===== config.mk =====
export PLATFORM = sky130hd
export DESIGN_NAME = nested_loop_counter
export DESIGN_NICKNAME = d
export VERILOG_FILES = /design/src/rtl/nested_loop_counter.sv
export SDC_FILE = /design/constraint.sdc
export NUM_CORES = 1
export LEC_CHECK = 0
export BUFFER_PORTS_ARGS = -buffer_cell sky130_fd_sc_hd__buf_2
export CAP_MARGIN = 0
export CORE_UTILIZATION = 35
export CTS_CLUSTER_SIZE = 30
export DETAILED_ROUTE_END_ITERATION = 10
export GPL_TIMING_DRIVEN = 1
export SYNTH_ARGS = -nofsm -noshare
export SYNTH_HDL_FRONTEND = slang
export SYNTH_SLANG_ARGS = --single-unit

===== constraint.sdc =====
create_clock -name CLK -period 2.8 [get_ports CLK]
set_input_delay 0.84 -clock CLK [delete_from_list [all_inputs] [get_ports CLK]]
set_output_delay 0.84 -clock CLK [all_outputs]
set_load 0.1 [all_outputs]

===== src/rtl/nested_loop_counter.sv =====
// nested_loop_counter: a NUM_LEVELS deep nest of loop counters linked by a
// carry chain. Level 0 is the innermost loop. The bounds (and the strides in
// the optional build) are programmed while idle. Each START runs one complete
// iteration sequence, which is stepped by ADVANCE. DONE pulses after the
// final iteration.
// Optional feature macro: NESTED_LOOP_COUNTER_STRIDE_EN (per-level stride).
module nested_loop_counter #(
    parameter int NUM_LEVELS  = 3,
    parameter int COUNT_WIDTH = 8,
    parameter int IDX_WIDTH   = 2
) (
    input  logic                              CLK,
    input  logic                              RESET,
    input  logic                              CFG_WR,
    input  logic [IDX_WIDTH-1:0]              CFG_IDX,
    input  logic [COUNT_WIDTH-1:0]            CFG_MAX,
    input  logic [COUNT_WIDTH-1:0]            CFG_STRIDE,
    input  logic                              START,
    input  logic                              ADVANCE,
    output logic [NUM_LEVELS*COUNT_WIDTH-1:0] COUNT,
    output logic [NUM_LEVELS-1:0]             LAST,
    output logic                              BUSY,
    output logic                              DONE
);

    typedef enum logic {
        IDLE = 1'b0,
        RUN  = 1'b1
    } state_t;

    state_t                 state_q, state_d;
    logic                   busy_q, busy_d;
    logic                   done_q, done_d;
    logic [COUNT_WIDTH-1:0] count_q [NUM_LEVELS];
    logic [COUNT_WIDTH-1:0] count_d [NUM_LEVELS];
    logic [COUNT_WIDTH-1:0] max_q   [NUM_LEVELS];
    logic [COUNT_WIDTH-1:0] max_d   [NUM_LEVELS];
    logic [COUNT_WIDTH-1:0] step    [NUM_LEVELS];
    logic [NUM_LEVELS-1:0]  last;
    logic [NUM_LEVELS-1:0]  carry;
    logic                   all_last;
    logic                   chain;

`ifdef NESTED_LOOP_COUNTER_STRIDE_EN
    logic [COUNT_WIDTH-1:0] stride_q [NUM_LEVELS];
    logic [COUNT_WIDTH-1:0] stride_d [NUM_LEVELS];
`else
    logic unused_cfg_stride;
    assign unused_cfg_stride = ^CFG_STRIDE;
`endif

    // Per-level step size, final-value detect and the carry chain into each level
    always_comb begin
        chain = 1'b1;
        for (int i = 0; i < NUM_LEVELS; i++) begin
`ifdef NESTED_LOOP_COUNTER_STRIDE_EN
            step[i] = (stride_q[i] == '0) ? COUNT_WIDTH'(1) : stride_q[i];
            last[i] = ({1'b0, count_q[i]} + {1'b0, step[i]}) > {1'b0, max_q[i]};
`else
            step[i] = COUNT_WIDTH'(1);
            last[i] = (count_q[i] == max_q[i]);
`endif
            carry[i] = chain;
            chain    = chain & last[i];
        end
        all_last = chain;
    end

    // Next-state logic: configuration and START while idle, stepping while running
    always_comb begin
        state_d = state_q;
        busy_d  = busy_q;
        done_d  = 1'b0;
        count_d = count_q;
        max_d   = max_q;
`ifdef NESTED_LOOP_COUNTER_STRIDE_EN
        stride_d = stride_q;
`endif
        case (state_q)
            IDLE: begin
                if (CFG_WR) begin
                    for (int i = 0; i < NUM_LEVELS; i++) begin
                        if (CFG_IDX == IDX_WIDTH'(i)) begin
                            max_d[i] = CFG_MAX;
`ifdef NESTED_LOOP_COUNTER_STRIDE_EN
                            stride_d[i] = CFG_STRIDE;
`endif
                        end
                    end
                end
                if (START) begin
                    state_d = RUN;
                    busy_d  = 1'b1;
                    for (int i = 0; i < NUM_LEVELS; i++) begin
                        count_d[i] = '0;
                    end
                end
            end
            RUN: begin
                if (ADVANCE) begin
                    if (all_last) begin
                        state_d = IDLE;
                        busy_d  = 1'b0;
                        done_d  = 1'b1;
                        for (int i = 0; i < NUM_LEVELS; i++) begin
                            count_d[i] = '0;
                        end
                    end else begin
                        for (int i = 0; i < NUM_LEVELS; i++) begin
                            if (carry[i]) begin
                                count_d[i] = last[i] ? '0 : count_q[i] + step[i];
                            end
                        end
                    end
                end
            end
            default: begin
                state_d = IDLE;
            end
        endcase
    end

    // State, counters, bounds and registered status outputs
    always_ff @(posedge CLK) begin
        if (RESET) begin
            state_q <= IDLE;
            busy_q  <= 1'b0;
            done_q  <= 1'b0;
            for (int i = 0; i < NUM_LEVELS; i++) begin
                count_q[i] <= '0;
                max_q[i]   <= '0;
`ifdef NESTED_LOOP_COUNTER_STRIDE_EN
                stride_q[i] <= COUNT_WIDTH'(1);
`endif
            end
        end else begin
            state_q <= state_d;
            busy_q  <= busy_d;
            done_q  <= done_d;
            for (int i = 0; i < NUM_LEVELS; i++) begin
                count_q[i] <= count_d[i];
                max_q[i]   <= max_d[i];
`ifdef NESTED_LOOP_COUNTER_STRIDE_EN
                stride_q[i] <= stride_d[i];
`endif
            end
        end
    end

    for (genvar g = 0; g < NUM_LEVELS; g++) begin : g_count
        assign COUNT[g*COUNT_WIDTH +: COUNT_WIDTH] = count_q[g];
    end

    assign LAST = last;
    assign BUSY = busy_q;
    assign DONE = done_q;

endmodule


# == After elaboration in Yosys (flattened, before gate mapping) ==
# Index checks and enable logic that the tools add are counted.
# totals
reg_bits,51
in_bits,23
output_inout_bits,29
elab_cells,53
# op_classes
addsub,3
eq_ne,10
n_mux,18
bitwise_logic,4
n_reduce_logical,9
# op_table
operator,count
$mux W24,3
$pmux W24 S2,1
$mux W8,5
$add A8 B1 Y8 const B,3
$eq A8 B8 Y1,3
$reduce_and A3 Y1,6
$mux W1,7
$ne A3 B1 Y1 const B,2
$ne A2 B2 Y1 const B,2
$pmux W1 S2,2
$reduce_or A3 Y1,1
$and A1 B1 Y1,2
$eq A2 B1 Y1 const B,1
$eq A2 B2 Y1 const B,1
$logic_not A2 Y1,1
$ne A2 B1 Y1 const B,1
$not A1 Y1,2
$reduce_and A2 Y1,1

# == Longest topological paths before layout ==
# logic_depth
depth_word,6
depth_mapped,7
depth_no_buf,6

# == Worst setup path before layout ==
# No wires, ideal clock.
# synth_path
path_kind,register to output
start,"register count_q, in the netlist COUNT[16]"
end,output LAST[2]
arrival_time_ps,2635
required_time_ps,1960
slack_ps,-675
path_stages_with_launch,4
path_buffers,0
cell_sequence,dfxtp_1 > xnor2_1 > nand4_1 > nor2_1
# synth_between
elab_chain_cells,1
# synth_rtl
item,line,text
from (decl),34,logic [COUNT_WIDTH-1:0] count_q [NUM_LEVELS];
"from (signal, indexed assignment)",141,count_q[i] <= count_d[i];
$eq A8 B8 Y1,61,last[i] = (count_q[i] == max_q[i]);
to (decl),21,"output logic [NUM_LEVELS-1:0] LAST,"
# No other way between the ends.

# == Worst setup path in the final report ==
# layout_path
start,"register count_q, in the netlist COUNT[0]"
end,output LAST[0]
# The elaborated chain is that of the path after synthesis.

==> results.sh <==
export IMPL_finalSetupViolCount=0
export IMPL_power_mw=1.46
export IMPL_drc_errors=2
export IMPL_cts_tree="built"
export IMPL_async_flop_share_pct=0
export IMPL_diodes=0
export IMPL_finalCritPeriodShare_pct=95.4
export IMPL_grt_pass1_vias=1826
export IMPL_vias=1915
export IMPL_cts_setup_buffers=0
export IMPL_crit_type="register to primary output"
export IMPL_postSynthCellCount=272
export IMPL_yosysSeqAreaShare_pct=43.0
export IMPL_gp_congestion=0.745
export IMPL_p_leak_nw=1.16
export IMPL_synth_top_flop_cell="dfxtp_1"
export IMPL_chipWidth_um=84.4
export IMPL_rrSetupSlack_ps=810
export IMPL_synth_top_area_cell="dfxtp_1"
export IMPL_hpwlAfterDp_mm=3.87
export IMPL_synth_most_common_cell="dfxtp_1"
export IMPL_synth_seq_cells=51
export IMPL_final_area_sq_um=2780
export IMPL_ctsResizeCount=0
export IMPL_run_status="finished with violations"
export IMPL_hold_viol=0
export IMPL_crit_required_ps=1960
export IMPL_netlist_area_sq_um=2380
export IMPL_power_density_nw_per_um2=525
export IMPL_synth_cell_types=37
export IMPL_netlist_top_cells_count="dfxtp_1 (51), nand2_1 (39), nor2_1 (29)"
export IMPL_cts_buffers=5
export IMPL_switching_share_pct=32.6
export IMPL_cts_max_level=2
export IMPL_area_growth_pct=16.9
export IMPL_vdd_drop_max_mv=0.226
export IMPL_syn_nets=298
export IMPL_ant_nets=0
export IMPL_fin_skew_ps=10.1
export IMPL_cts_root_buf="clkbuf_8"
export IMPL_cp_data_arrival_time_ps=1830
export IMPL_pwr_share_clk_pct=29.5
export IMPL_preCtsSetupSlack_ps=444
export IMPL_reg2reg_from="state_q$_SDFF_PP0_"
export IMPL_cts_hold_buf=0
export IMPL_fin_ws_ps=130
export IMPL_drive_gt1_share_pct=25.3
export IMPL_reg2reg_to="COUNT[7]$_SDFFE_PP0P_"
export IMPL_clkTransAtPathRegs_ps=90
export IMPL_io_pins=52
export IMPL_path_max_fanout=6
export IMPL_drv_slew=0
export IMPL_start_util_pct=36.8
export IMPL_p_comb_share_pct=18.4
export IMPL_min_from="max_q[15]$_SDFFE_PP0P_"
export IMPL_dieArea_sq_um=7120
export IMPL_synth_edf_count=0
export IMPL_timing_setup_tns_ps=0
export IMPL_rows=29
export IMPL_pwr_share_seq_pct=52.1
export IMPL_fmax_mhz=374
export IMPL_wl_mm=5.20
export IMPL_yosys_top_cells_area="dfxtp_1 (43%), xnor2_1 (6.6%), xor2_1 (6.6%)"
export IMPL_synth_warnings=0
export IMPL_holdPathEnd="max_q[15]$_SDFFE_PP0P_"
export IMPL_fillerInstances=676
export IMPL_track_usage_pct=15.7
export IMPL_rsz0062_at_grt="false"
export IMPL_io_buffers=43
export IMPL_grt_max_degree=27
export IMPL_core_area_sq_um=6460
export IMPL_maxSlewHeadroom_pct=66.9
export IMPL_grt_pass1_wl_mm=8.85
export IMPL_fin_nets=341
export IMPL_fp_dieH_um=84.4
export IMPL_gr_total_overflow=0
export IMPL_antenna_found_initial=0
export IMPL_startpoint="COUNT[0]$_SDFFE_PP0P_"
export IMPL_fin_util_pct=43.0
export IMPL_wl_per_cell_um=13.2
export IMPL_ff2ff_path_depth=6
export IMPL_crit_path_end_kind="primary output"
export IMPL_p_sw_uw=475
export IMPL_tightest_slew_ps=497
export IMPL_layout_min_cycle_time_ps=2670
export IMPL_drv_cap=0
export IMPL_avgSynthCellArea_sq_um=8.74
export IMPL_hp_class="register to register"
export IMPL_startpoint_type="register"
export IMPL_synth_top_area_share_pct=43.0
export IMPL_dr_pass1_iters=9
export IMPL_p_int_uw=983
export IMPL_violations="design-rule violations"
export IMPL_vias_per_cell=4.87
export IMPL_cts_sinks=51
export IMPL_drt_initial_drc_count=149
export IMPL_cts_buffer_depth=2
export IMPL_clock_latency_ps=310
export IMPL_place_area_sq_um=2690
export IMPL_whs_path_depth=2
==> metal layers <==
metal / vias to the layer above / global-route usage (%) / part of all wire (%)
li1: 1005 / - / -
met1: 870 / 21.3 / 48
met2: 34 / 24.9 / 46
met3: 6 / 3.74 / 4.6
met4: 0 / 5.08 / 1.4
met5: - / 0 / 0
==> how the worst max path moves through the flow <==
| stage | end | depth (start not counted) | slack, ps |
|---|---|---|---|
| 2_1_floorplan | LAST[2] | 3 | 40 |
| 3_3_place_gp | LAST[0] | 5 | 440 |
| 3_5_place_dp | LAST[0] | 5 | 440 |
| 4_1_cts | LAST[0] | 5 | 100 |
| 5_1_grt | LAST[1] | 5 | 40 |
| 6_report | LAST[0] | 5 | 130 |
==> metrics by stage <==
step / hold WS, ps / cells
3_3_place_gp: 460 / 385
2_1_floorplan: 448 / 272
6_report: 470 / 393
4_1_cts: 474 / 393
3_5_place_dp: 461 / 385
5_1_grt: 486 / 393
==> placed cells by master, fill, tap and decap left out, drive strengths merged, types with 2 or more instances in the layout <==
cell type  instances
a21oi             23
a31oi              6
and2               4
and3               7
buf               47
clkbuf             5
clkinvlp           2
dfxtp             51
ha                 3
inv                5
mux2               2
mux2i             10
nand2             40
nand2b             3
nand3              5
nand4             11
nor2              29
nor2b              2
nor3               4
nor4               2
o21a               6
o21ai              2
or2                2
xnor2             18
xor2              18
==> cell type report <==
| cell class | count | area [sq um] | share of cell area [%] |
|---|---|---|---|
| clock inverter | 3 | 20.0 | 0.721 |
| multi-input combinational | 205 | 1290 | 46.4 |
| tap | 77 | 96.3 | 3.47 |
| inverter | 5 | 18.8 | 0.676 |
| sequential | 51 | 1040 | 37.5 |
| clock buffer | 5 | 68.8 | 2.48 |
| timing repair buffer | 47 | 245 | 8.83 |
==> worst max-delay path, stage by stage, from the launching register on <==
cell and delay (ps):
dfxtp_2 400, xnor2_1 130, nand4_1 190, or2_1 330
inv_1 60, buf_2 410
==> power by group through the flow <==
stage	registers, mW	clock network [mW]	logic, mW
2_1_floorplan	0.806	0	0.184
3_3_place_gp	0.777	0	0.269
3_5_place_dp	0.777	0	0.270
4_1_cts	0.760	0.445	0.271
5_1_grt	0.763	0.477	0.288
6_report	0.760	0.430	0.269
==> registers in the layout (all words and copies together) (netlist names) <==
register  cells
COUNT        24
max_q        24
BUSY          1
DONE          1
state_q       1
==> kinds of logic (layout without fill, tap and decap cells) <==
family	Yosys count	in the layout	share of synthesized area (%)
AO/OA/AOI/OAI	39	39	9.74
buffers and inverters	16	60	3.16
flip-flops	51	51	43.0
AND/OR/NAND/NOR	115	115	24.1
multiplexers	12	12	5.16
adder cells (fa/ha/maj)	3	3	1.58
XOR/XNOR	36	36	13.3
Note: power is estimated with default switching activity, not from simulation.
